File: config.mk
export PLATFORM = sky130hd
export DESIGN_NAME = pipe_reg_chain
export DESIGN_NICKNAME = d
export VERILOG_FILES = /design/src/rtl/pipe_pkg.sv /design/src/rtl/pipe_stage.sv /design/src/rtl/pipe_reg_chain.sv
export SDC_FILE = /design/constraint.sdc
export NUM_CORES = 1
export LEC_CHECK = 0
export ABC_CLOCK_PERIOD_IN_PS = 2400
export CAP_MARGIN = 0
export CORE_ASPECT_RATIO = 0.5
export CORE_UTILIZATION = 49
export DETAILED_ROUTE_END_ITERATION = 8
export PLACE_DENSITY = 0.77
export SETUP_SLACK_MARGIN = 0.3
export SLEW_MARGIN = 30
export SYNTH_ARGS = -nofsm -noshare
export SYNTH_HDL_FRONTEND = slang
export SYNTH_SLANG_ARGS = --single-unit
File: constraint.sdc
create_clock -name clk -period 2.4 [get_ports clk]
set_clock_uncertainty 0.2 [all_clocks]
set_input_delay 0.36 -clock clk [delete_from_list [all_inputs] [get_ports clk]]
set_output_delay 0.36 -clock clk [all_outputs]
set_load 0.02 [all_outputs]
File: src/rtl/pipe_pkg.sv
// pipe_pkg: shared helpers and stage control record for pipe_reg_chain
//   occ_width(depth)  width of an occupancy counter able to hold 0..depth
//   PIPE_DEPTH_MAX    largest supported stage count
//   stage_ctrl_t      per-stage control bits; parity bit exists only with PIPE_REG_CHAIN_PARITY_EN
package pipe_pkg;
  localparam int PIPE_DEPTH_MAX = 16;
  function automatic int occ_width(input int depth);
    return $clog2(depth + 1);
  endfunction
  typedef struct packed {
    logic valid;
`ifdef PIPE_REG_CHAIN_PARITY_EN
    logic parity;
`endif
  } stage_ctrl_t;
endpackage

File: src/rtl/pipe_stage.sv
// pipe_stage: one elastic register stage (valid + data) with load/clear/hold
//   clk, rst (async, active-low), en (freeze when 0), clr (sync flush)
//   load/load_data   write a new word into this stage
//   down_free        the next stage (or the consumer) can take this word now
//   valid/data       registered contents; pop = word leaves this cycle; free = stage can accept
//   load_par/parity  stored even-parity bit, only with PIPE_REG_CHAIN_PARITY_EN
module pipe_stage import pipe_pkg::*; #(
  parameter int WIDTH = 8,
  parameter logic [WIDTH-1:0] RST_VAL = '0
) (
  input  logic             clk,
  input  logic             rst,
  input  logic             en,
  input  logic             clr,
  input  logic             load,
  input  logic [WIDTH-1:0] load_data,
`ifdef PIPE_REG_CHAIN_PARITY_EN
  input  logic             load_par,
  output logic             parity,
`endif
  input  logic             down_free,
  output logic             valid,
  output logic [WIDTH-1:0] data,
  output logic             pop,
  output logic             free
);
  stage_ctrl_t ctrl;
  assign valid = ctrl.valid;
`ifdef PIPE_REG_CHAIN_PARITY_EN
  assign parity = ctrl.parity;
`endif
  assign pop  = ctrl.valid & down_free;
  // a full stage is still free when its word leaves in the same cycle
  assign free = !ctrl.valid | pop;
  always_ff @(posedge clk or negedge rst)
    if (!rst) begin
      ctrl <= '0;
      data <= RST_VAL;
    end else if (clr) begin
      ctrl <= '0;
      data <= RST_VAL;
    end else if (en && load) begin
      ctrl.valid <= 1'b1;
`ifdef PIPE_REG_CHAIN_PARITY_EN
      ctrl.parity <= load_par;
`endif
      data <= load_data;
    end else if (en && pop) begin
      ctrl.valid <= 1'b0;
    end
endmodule

File: src/rtl/pipe_reg_chain.sv
// pipe_reg_chain: WIDTH-bit, DEPTH-stage elastic register pipeline with valid/ready backpressure
//   clk, rst (async, active-low), en (0 freezes everything), clr (sync flush of all stages)
//   in_valid/in_data/in_ready     upstream handshake into stage 0
//   out_valid/out_data/out_ready  downstream handshake from stage DEPTH-1
//   occupancy                     registered count of valid stages
//   parity_err                    stored parity mismatch at the output (PIPE_REG_CHAIN_PARITY_EN only)
module pipe_reg_chain import pipe_pkg::*; #(
  parameter int WIDTH = 8,
  parameter int DEPTH = 3,
  parameter logic [WIDTH-1:0] RST_VAL = '0
) (
  input  logic                          clk,
  input  logic                          rst,
  input  logic                          en,
  input  logic                          clr,
  input  logic                          in_valid,
  input  logic [WIDTH-1:0]              in_data,
  output logic                          in_ready,
  output logic                          out_valid,
  output logic [WIDTH-1:0]              out_data,
  input  logic                          out_ready,
`ifdef PIPE_REG_CHAIN_PARITY_EN
  output logic                          parity_err,
`endif
  output logic [occ_width(DEPTH)-1:0]   occupancy
);
  localparam int OW = occ_width(DEPTH);
  logic live, push;
  logic [DEPTH-1:0] nxt_v;
  if (DEPTH < 1 || DEPTH > PIPE_DEPTH_MAX) begin : g_bad_depth
    $error("pipe_reg_chain: DEPTH out of range");
  end
  if (WIDTH < 1) begin : g_bad_width
    $error("pipe_reg_chain: WIDTH must be at least 1");
  end
  for (genvar g = 0; g < DEPTH; g++) begin : g_stage
    logic ld, dn_free, valid, pop, free;
    logic [WIDTH-1:0] ld_data, data;
`ifdef PIPE_REG_CHAIN_PARITY_EN
    logic ld_par, par;
`endif
    if (g == 0) begin : g_head
      assign ld      = push;
      assign ld_data = in_data;
`ifdef PIPE_REG_CHAIN_PARITY_EN
      assign ld_par  = ^in_data;
`endif
    end else begin : g_body
      assign ld      = g_stage[g-1].pop;
      assign ld_data = g_stage[g-1].data;
`ifdef PIPE_REG_CHAIN_PARITY_EN
      assign ld_par  = g_stage[g-1].par;
`endif
    end
    // the ready chain runs combinationally from out_ready back to stage 0
    if (g == DEPTH - 1) begin : g_tail
      assign dn_free = out_ready & en;
    end else begin : g_link
      assign dn_free = g_stage[g+1].free;
    end
    assign nxt_v[g] = !clr & (en ? ld | (valid & !pop) : valid);
    pipe_stage #(.WIDTH(WIDTH), .RST_VAL(RST_VAL)) u_stage (
      .clk(clk),
      .rst(rst),
      .en(en),
      .clr(clr),
      .load(ld),
      .load_data(ld_data),
`ifdef PIPE_REG_CHAIN_PARITY_EN
      .load_par(ld_par),
      .parity(par),
`endif
      .down_free(dn_free),
      .valid(valid),
      .data(data),
      .pop(pop),
      .free(free)
    );
  end
  // live holds in_ready low from reset assertion until the first edge after release
  always_ff @(posedge clk or negedge rst)
    if (!rst) live <= 1'b0;
    else live <= 1'b1;
  always_ff @(posedge clk or negedge rst)
    if (!rst) occupancy <= '0;
    else occupancy <= OW'($countones(nxt_v));
  assign in_ready  = live & en & !clr & g_stage[0].free;
  assign push      = in_valid & in_ready;
  assign out_valid = g_stage[DEPTH-1].valid & en;
  assign out_data  = g_stage[DEPTH-1].data;
`ifdef PIPE_REG_CHAIN_PARITY_EN
  assign parity_err = out_valid & ((^out_data) != g_stage[DEPTH-1].par);
`endif
endmodule

==> results by group <==
Logic synthesis
  • Synth unique cells: 26
  • Most frequent cell after synthesis: dfrtp_1
  • Post-synthesis instance total: 95
  • Synth Register Bits: 30
  • Predominant post-synthesis flop cell: dfrtp_1
  • Synth Warn #: 0
  • Syn avg cell area: ~13 µm²
  • Seq/Total Area, Yosys: approximately three fifths
  • Leading post-synthesis cells by cell area: dfrtp_1, a22o_1, mux2_2
  • Post-synth EDFFs: 0
  • Async SR Flop Fraction: 100%
  • Syn Nets: 110
  • Top cells by count, synth: dfrtp_1, a22o_1, nor2b_1, mux2_2
  • Share of the synthesized area in the top cell type: 58.9%
  • Syn Std Cell Area: 0.00127 mm²
  • Area leader, netlist: dfrtp_1

Placement
  • Routability Congestion: 0.805
  • Final HPWL DP: about 1600 µm
  • PortBufs: 25
  • Placed cell count: 156
  • Pre-CTS setup slack: 0.0313 ns

Layout
  • Final core occ: 75.3%
  • Fillers: 166
  • Post-Layout Cell Count: 165
  • Area delta synth->final: 37.5%
  • Antenna Cells: 0
  • Fraction of layout instances using a drive strength above 1: about 23%
  • NumNets Final: 144

GRT
  • Largest net degree at the start of global routing: 31
  • Global route overflow: 0
  • GR peak layer: met2
  • First-pass GRT wire length: 4010 µm
  • Met2 Use GR: 32.0%
  • Vias in the first global route: 817
  • Initial antenna violation count: 0
  • M3 GR Usage: 6.32%
  • M1 GR Usage: 27.6%
  • GR Util All Layers: 20.6%

Detailed routing
  • DR iter-0 viols: 30
  • Via/cell ratio: a little over 5
  • Vias post-DR: ~860
  • Post-route ant nets: 0
  • TritonRoute pass-1 iters: 4
  • WL/cell: 14.3 µm
  • DRC viols: 0
  • Final wirelength: between 2000 and 2500 µm

Clock network
  • H-tree Lvls: 2
  • Clock Pin Slew Worst Setup and Hold Paths: 0.06 ns
  • Num CTS Buffers: 5
  • Clock buffer depth: 2
  • Sink Count: 30
  • Clock Tree Root: clkbuf_8
  • Hold Buf Count CTS: 0
  • Clk_lat worst skew: 0.27 ns
  • CTS tree: built

Worst setup path
  • Worst setup SP type: input port
  • Crit Path Max Fanout: 9
  • Worst r2r path cells: 5
  • Critical Path Sink Type: flop
  • Required time of the critical path: 2.37 ns
  • Critical path type: in -> reg
  • Critical Path AT: 2.01 ns

Die
  • I/O pin count: 26
  • Horiz. Die Dim: 74.1 µm
  • Die H: 38.1 µm
  • Row cnt: 12
  • Initial Util: 54.7%
  • Die area: about 0.0028 mm²
  • Core area: 0.00233 mm²

STA
  • Worst slew margin: 49.9%
  • Final Worst Setup Slack: 0.363 ns
  • Fmax: slightly below 500 MHz
  • Final Hold Fails: 0
  • Finish-stage setup viols: 0
  • Final period utilization: 84.9%
  • Crit path time final: 2.04 ns
  • Worst-Margin Slew: 0.748 ns
  • Count of final max-slew check failures: 0
  • Sum Neg Setup Slack: 0 ns
  • RSZ-0062 raised after global routing: false

Power and ir drop
  • P_leak: 0.863 nW
  • Final Total Pwr: 1.24 mW
  • PD cells: ~700 mW/mm²
  • Worst ir drop on vdd: 451 µV

Worst hold path
  • Hold depth: 4
  • Worst hold path type: in -> reg

Status
  • Status: finished, final reports clean

Run
  • Max-Cap Viols: 0
-- worst max-delay path, stage by stage --
cell,delay (ns)
clkdlybuf4s50_1,0.42
buf_4,0.17
and3_1,0.15
or3_1,0.37
fa_1,0.49
inv_1,0.04
-- state kept, by name, indices dropped and copies added (netlist names) --
name                   flops
g_stage.u_stage.data      24
live                       1
occupancy                  2
g_stage.u_stage.valid      3
-- path summary, 6_finish.rpt --
| path | startpoint | endpoint | slack, ns |
|---|---|---|---|
| hold / removal | out_ready | g_stage[2].u_stage.valid | 0.25 |
| setup / recovery | en | occupancy[0] | 0.36 |
| setup reg to reg | g_stage[0].u_stage.valid | occupancy[0] | 0.44 |
| max in group asynchronous | rst | g_stage[0].u_stage.data[6] | 1.47 |
| min in group asynchronous | rst | occupancy[1] | 0.26 |
| hold reg to reg | g_stage[0].u_stage.data[2] | g_stage[1].u_stage.data[2] | 0.28 |
-- cell type report --
type                            instances  area, µm²  area share, %
Sequential cell                        30        751           42.9
Multi-Input combinational cell         57        490           28.0
Timing Repair Buffer                   31        309           17.6
Clock buffer                            6       82.6           4.71
Clock inverter                          2       60.1           3.43
Tap cell                               35       43.8           2.50
Inverter                                4       15.0          0.857
-- cell families (layout without fill, tap and decap cells) --
kind of cell	Yosys count	after routing	synth area share, %
AO/OA/AOI/OAI	24	24	16.7
adder cells (fa/ha/maj)	1	1	1.57
buffers and inverters	8	43	3.24
flip-flops	30	30	58.9
multiplexers	8	8	7.07
other	1	1	0.294
AND/OR/NAND/NOR	23	23	12.2
-- layout by cell type (no fill, tap or decap), drive strengths merged, types with 2 or more instances in the layout --
cell | synthesis | routed
bufinv | 0 | 2
inv | 4 | 4
nor2b | 9 | 9
and3 | 2 | 2
mux2 | 8 | 8
dfrtp | 30 | 30
a22o | 16 | 16
clkdlybuf4s50 | 0 | 22
nand2 | 4 | 4
clkbuf | 0 | 6
a31oi | 3 | 3
buf | 4 | 6
-- repair_timing --
item,4_1_cts,5_1_grt
buffers inserted,0,1
cloned,0,0
gates resized for setup,2,4
endpoints found under the setup margin,2,2
endpoints found under the hold margin,0,0
-- stage by stage --
stage | hold WS (ns) | area, µm²
finish | 0.250 | 1750
global route | 0.296 | 1750
floorplan | -0.136 | 1270
detailed placement | 0.270 | 1590
global placement | 0.268 | 1590
CTS | 0.268 | 1730
-- power by group --
part           total [mW]  switching [mW]  internal [mW]  leakage (nW)
clock network       0.626           0.183          0.443        0.0714
registers           0.524         0.00753          0.516         0.413
logic              0.0916          0.0449         0.0466         0.379
-- per-layer routing --
layer  vias up  part of all wire, %  wire length (µm)
met5         -                    0                 0
met3         4                  3.9                93
met4         0                 0.97                23
met1       415                   49              1160
li1        414                    -                 -
met2        22                   46              1080
Power figures use the tool's default switching activity.
